## src/rtl/pong_game_ctrl.sv

```systemverilog
// pong_game_ctrl: once-per-frame Pong controller (pclk, rst_n; vblnk_in/start/buttons in; palette, ball, score and state out)
module pong_game_ctrl #(
  parameter int SCREEN_W     = 1024,
  parameter int SCREEN_H     = 768,
  parameter int PAD_HALF     = 100,
  parameter int PAD_W        = 10,
  parameter int BALL_HALF    = 3,
  parameter int BALL_SPEED   = 2,
  parameter int PAD_SPEED    = 4,
  parameter int WIN_SCORE    = 9,
  parameter int SERVE_FRAMES = 60
) (
  input  logic        pclk,
  input  logic        rst_n,
  input  logic        vblnk_in,
  input  logic        start,
  input  logic        left_up,
  input  logic        left_down,
  input  logic        right_up,
  input  logic        right_down,
  output logic [10:0] left_palette_pos,
  output logic [10:0] right_palette_pos,
  output logic [10:0] ball_xpos,
  output logic [10:0] ball_ypos,
  output logic [3:0]  left_score,
  output logic [3:0]  right_score,
  output logic [1:0]  game_state,
  output logic        game_over
);
  localparam int CW = $clog2(SERVE_FRAMES + 1);
  localparam logic [CW-1:0] SF = CW'(SERVE_FRAMES);
  localparam logic [3:0] WS = 4'(WIN_SCORE);
  localparam logic [10:0] CX = 11'(SCREEN_W / 2);
  localparam logic [10:0] CY = 11'(SCREEN_H / 2);
  localparam logic [11:0] PH = 12'(PAD_HALF);
  localparam logic [11:0] PS = 12'(PAD_SPEED);
  localparam logic [11:0] BH = 12'(BALL_HALF);
  localparam logic [11:0] BS = 12'(BALL_SPEED);
  localparam logic [11:0] P_MAX = 12'(SCREEN_H - 1 - PAD_HALF);
  localparam logic [11:0] Y_BOT = 12'(SCREEN_H - 1 - BALL_HALF);
  localparam logic [11:0] X_L = 12'(PAD_W + BALL_HALF);
  localparam logic [11:0] X_R = 12'(SCREEN_W - PAD_W - BALL_HALF);
  // Wall/edge tests folded onto the current coordinate so nothing underflows
  localparam logic [11:0] Y_BLIM = 12'(SCREEN_H - 1 - BALL_HALF - BALL_SPEED);
  localparam logic [11:0] Y_TLIM = 12'(BALL_HALF + BALL_SPEED);
  localparam logic [11:0] X_LLIM = 12'(PAD_W + BALL_HALF + BALL_SPEED);
  localparam logic [11:0] X_RLIM = 12'(SCREEN_W - PAD_W - BALL_HALF - BALL_SPEED);
  typedef enum logic [1:0] {IDLE, SERVE, PLAY, OVER} state_t;
  state_t state, state_nx;
  logic vblnk_d, tick, dir_x, dir_y, dir_x_nx, dir_y_nx, l_edge, r_edge, l_hit, r_hit;
  logic [CW-1:0] serve_cnt, cnt_nx;
  logic [10:0] lp_nx, rp_nx, bx_nx, by_nx;
  logic [3:0] ls_nx, rs_nx;
  logic [11:0] x, y, lp, rp;
  function automatic logic [10:0] pad_step(input logic [10:0] pos, input logic up, input logic dn);
    logic [11:0] p;
    p = {1'b0, pos};
    return 11'((up && !dn) ? ((p < PH + PS) ? PH : p - PS) :
               (dn && !up) ? ((p > P_MAX - PS) ? P_MAX : p + PS) : p);
  endfunction
  assign tick = vblnk_in & ~vblnk_d;
  assign game_state = state;
  assign game_over = state == OVER;
  always_comb begin
    x = {1'b0, ball_xpos};
    y = {1'b0, ball_ypos};
    lp = {1'b0, left_palette_pos};
    rp = {1'b0, right_palette_pos};
    l_edge = !dir_x && x < X_LLIM;
    r_edge = dir_x && x > X_RLIM;
    // Overlap test uses the palette position from before this frame's move
    l_hit = y + BH + PH > lp && y < lp + PH + BH;
    r_hit = y + BH + PH > rp && y < rp + PH + BH;
    lp_nx = state == OVER ? left_palette_pos : pad_step(left_palette_pos, left_up, left_down);
    rp_nx = state == OVER ? right_palette_pos : pad_step(right_palette_pos, right_up, right_down);
    state_nx = state;
    cnt_nx = serve_cnt;
    bx_nx = ball_xpos;
    by_nx = ball_ypos;
    dir_x_nx = dir_x;
    dir_y_nx = dir_y;
    ls_nx = left_score;
    rs_nx = right_score;
    case (state)
      IDLE: if (start) begin
        state_nx = SERVE;
        cnt_nx = SF;
      end
      SERVE: begin
        state_nx = serve_cnt == '0 ? PLAY : SERVE;
        cnt_nx = serve_cnt == '0 ? serve_cnt : serve_cnt - CW'(1);
      end
      PLAY: begin
        by_nx = 11'(dir_y ? (y >= Y_BLIM ? Y_BOT : y + BS) : (y <= Y_TLIM ? BH : y - BS));
        dir_y_nx = dir_y ? y < Y_BLIM : y <= Y_TLIM;
        bx_nx = 11'(l_edge ? X_L : r_edge ? X_R : dir_x ? x + BS : x - BS);
        dir_x_nx = l_edge | (dir_x & ~r_edge);
        if ((l_edge && !l_hit) || (r_edge && !r_hit)) begin
          ls_nx = left_score + 4'(r_edge);
          rs_nx = right_score + 4'(l_edge);
          bx_nx = CX;
          by_nx = CY;
          dir_x_nx = r_edge;
          dir_y_nx = 1'b1;
          state_nx = (ls_nx == WS || rs_nx == WS) ? OVER : SERVE;
          cnt_nx = SF;
        end
      end
      default: if (start) begin
        ls_nx = '0;
        rs_nx = '0;
        bx_nx = CX;
        by_nx = CY;
        state_nx = SERVE;
        cnt_nx = SF;
      end
    endcase
  end
  always_ff @(posedge pclk or negedge rst_n)
    if (!rst_n) begin
      vblnk_d <= 1'b0;
      state <= IDLE;
      serve_cnt <= '0;
      left_palette_pos <= CY;
      right_palette_pos <= CY;
      ball_xpos <= CX;
      ball_ypos <= CY;
      dir_x <= 1'b1;
      dir_y <= 1'b1;
      left_score <= '0;
      right_score <= '0;
    end else begin
      vblnk_d <= vblnk_in;
      if (tick) begin
        state <= state_nx;
        serve_cnt <= cnt_nx;
        left_palette_pos <= lp_nx;
        right_palette_pos <= rp_nx;
        ball_xpos <= bx_nx;
        ball_ypos <= by_nx;
        dir_x <= dir_x_nx;
        dir_y <= dir_y_nx;
        left_score <= ls_nx;
        right_score <= rs_nx;
      end
    end
endmodule

```

## config.mk

```make
export PLATFORM = sky130hd
export DESIGN_NAME = pong_game_ctrl
export DESIGN_NICKNAME = d
export VERILOG_FILES = /design/src/rtl/pong_game_ctrl.sv
export SDC_FILE = /design/constraint.sdc
export NUM_CORES = 1
export LEC_CHECK = 0
export CAP_MARGIN = 0
export CORE_MARGIN = 2
export CORE_UTILIZATION = 31
export DETAILED_ROUTE_END_ITERATION = 8
export HOLD_SLACK_MARGIN = 0.08
export SLEW_MARGIN = 0
export SYNTH_ARGS = -nofsm -noshare
export SYNTH_HDL_FRONTEND = slang
export SYNTH_SLANG_ARGS = --single-unit
```

## constraint.sdc

```tcl
create_clock -name pclk -period 9.4 [get_ports pclk]
set_clock_uncertainty 0.05 [all_clocks]
set_input_delay 2.82 -clock pclk [delete_from_list [all_inputs] [get_ports pclk]]
set_output_delay 2.82 -clock pclk [all_outputs]
set_load 0.05 [all_outputs]
```

==> metrics.md <==
| Metric | Value |
|---|---|
| Status | completed |
| First-pass GRT wire length | 28600 um |
| Post-DRT Antenna Nets | 0 |
| Synth area leaders | dfrtp_1 (21%), ha_1 (17%), xnor2_1 (5.0%) |
| Clock latency on the worst-skew pair | 0.35 ns |
| Final setup vio count | 0 |
| Power per cell area | 276 nW/um^2 |
| Critical Path AT | 5.12 ns |
| Share of layout cells above drive strength 1 | 5.27% |
| Area share of the largest cell type after synthesis | 21.3% |
| Worst setup EP type | flop |
| Yosys warnings | 0 |
| Cell Area, Synth | 6100 um^2 |
| TritonCTS Buffers | 9 |
| Detailed Place HPWL | 12900 um |
| RSZ-0062 raised after global routing | false |
| Maximum VDD drop | 0.112 mV |
| Top Ports | 63 |
| CP Launch Type | flop |
| Die span in x | 144 um |
| Total GRT Usage | 17.5% |
| Avg Cell Area, Syn | 8.11 um^2 |
| Iter 0 DRT Violations | 385 |
| Antenna violations before repair | 0 |
| Overall Power | 0.00199 W |
| Yosys reg bits | 61 |
| Clk buf depth | 2 |
| Hold-fix buffers at CTS | 0 |
| Drt total wl | 17600 um |
| Hold path cells | 1 |
| Flop2flop setup slack | 4.47 ns |
| GR Layer Usage met3 | 2.65% |
| H-tree Lvls | 3 |
| Largest net degree at the start of global routing | 62 |
| Root cell of the clock tree | clkbuf_16 |
| Ant diodes | 0 |
| CTS tree | built |
| GR Overflow Total | 0 |
| Max-cap violations | 0 |
| Main synth FF type | dfrtp_1 |
| Met1 Track Usage GR | 24.1% |
| Resized Gates After CTS | 0 |
| Count leader, synth | ha_1 |
| CP Data Required Time | 9.59 ns |
| Avg WL per Cell | 16.6 um |
| Leading area contributor after synthesis | dfrtp_1 |
| Vias per cell | 5.49 |
| Pleak | 2.96 nW |
| Chip height | 144 um |
| Hold Path Class | reg2reg |
| # clock sinks | 61 |
| Most crowded layer after global routing | met2 |
| Hold Startpoint | serve_cnt[2] |
| Endpoints failing hold | 0 |
| Post-route cell area | 7220 um^2 |
| Via count of the first global-routing pass | 5364 |
| Filler instances | 2023 |
| Hold EP | serve_cnt[2] |
| Synth cell count leaders | ha_1 (82), nand2_1 (65), o21ai_0 (60) |
| Tcrit/Tclk final | 52.4% |
| I/O Buffers | 62 |
| Worst slew pin tran | 1.13 ns |
| Starting Density | 31.4% |
| Core Footprint | 19400 um^2 |
| DRC errors left | 0 |
| Cells after Synth | 752 |
| Worst slew margin | 23.8% |
| Slew Viols, Final | 0 |
| Die area | 20800 um^2 |
| Drt pass-1 iters | 5 |
| Yosys cell types | 75 |
| Fin crit period | 4.93 ns |
| Seq/Total Area, Yosys | 25.2% |
| Worst-path fanout max | 10 |
| Worst-path clk slew | 0.06 ns |
| Via count | 5827 |
| Final GP Congestion | 0.916 |
| Reg-to-Reg End | right_score[0] |
| R2R Path Start | ball_ypos[1] |
| Crit Path Class | reg2reg |
| Peak Freq | 203 MHz |
| M2 GR Usage | 28.2% |
| Area of placed instances | 6920 um^2 |
| Post-synth ARST share | 100% |
| Syn-to-layout area delta | 18.4% |
| FF-to-FF path depth | 14 |
| Nets | 883 |
| Setup bufs post-CTS | 0 |
| Post-layout util | 37.2% |
| Syn_nets | 843 |
| Setup TNS | 0 ns |
| # rows | 51 |
| EDFF count, synth | 0 |
-- stage by stage --
stage                     worst slack, ns  hold slack [ns]  instances
final                                4.47            0.456       1062
after global placement               4.25            0.445       1046
after detailed placement             4.14            0.446       1046
after global routing                 4.09            0.481       1062
after floorplan                      5.02            0.421        752
after CTS                            4.43            0.461       1062
-- registers in the layout (all words and copies together) (netlist names) --
name / count
ball_xpos: 11
left_palette_pos: 10
dir_y: 1
dir_x: 1
left_score: 4
vblnk_d: 1
right_score: 4
right_palette_pos: 10
serve_cnt: 6
ball_ypos: 11
game_state: 2
-- report_power, final --
group | switching (W) | internal, W | leakage (nW)
combinational | 0.000718 | 0.000444 | 2.06
sequential | 0.000147 | 0.000336 | 0.761
clock | 0.000136 | 0.000213 | 0.138
total | 0.00100 | 0.000992 | 2.96
-- cell usage in the layout (no fill, tap or decap), types with 10 or more instances in the layout --
cell type,synthesis,layout
a21oi_1,58,58
a22o_1,10,10
a31oi_1,11,11
clkdlybuf4s50_1,0,61
dfrtp_1,52,52
ha_1,82,82
inv_1,42,42
nand2_1,65,65
nand3_1,29,29
nand4_1,14,14
nor2_1,49,49
nor3_1,26,26
o211ai_1,10,10
o21ai_0,60,60
xnor2_1,35,35
-- worst max-delay path by stage --
| stage | from | end | slack (ns) |
|---|---|---|---|
| floorplan | vblnk_in | right_score[0] | 5.02 |
| detailed placement | vblnk_in | right_score[3] | 4.14 |
| finish | ball_ypos[1] | right_score[0] | 4.47 |
| CTS | ball_ypos[1] | right_score[0] | 4.43 |
| global placement | vblnk_in | right_score[0] | 4.25 |
| global route | ball_ypos[1] | right_score[0] | 4.09 |
-- layer usage --
| layer | part of all wire [%] | vias up |
|---|---|---|
| li1 | - | 2865 |
| met1 | 47 | 2773 |
| met2 | 46 | 170 |
| met3 | 5.6 | 19 |
| met4 | 1.5 | 0 |
| met5 | 0 | - |
-- area by class of cell --
type | count | area, um^2 | share of cell area, %
Multi-Input combinational cell | 609 | 4240 | 58.7
Timing Repair Buffer | 65 | 638 | 8.83
Sequential cell | 61 | 1540 | 21.3
Inverter | 46 | 173 | 2.39
Clock buffer | 11 | 243 | 3.36
Tap cell | 265 | 332 | 4.59
Clock inverter | 5 | 61.3 | 0.849
-- cell families (layout without fill, tap and decap cells) --
group                      after synthesis  in the layout  synth area share, %
AOI/OAI and AO/OA                      239            239                 26.1
buffers and inverters                   82            127                 5.35
xor gates and xnor gates                40             40                 5.74
muxes                                    5              5                0.862
DFF                                     61             61                 25.2
and+or+nand+nor                        242            242                 19.6
adders and majority gates               83             83                 17.1
-- worst max-delay path, stage by stage, from the launching register on --
cell	delay [ns]
dfrtp_1	0.66
inv_1	0.31
ha_1	0.35
a21boi_1	0.19
o21ai_1	0.27
nand2_1	0.10
xnor2_1	0.29
ha_1	0.31
a21o_1	0.18
a21oi_1	0.23
o211ai_1	0.11
o21ai_0	0.53
a31oi_4	0.27
a21oi_1	0.56
mux2_2	0.40
Power figures use the tool's default switching activity.
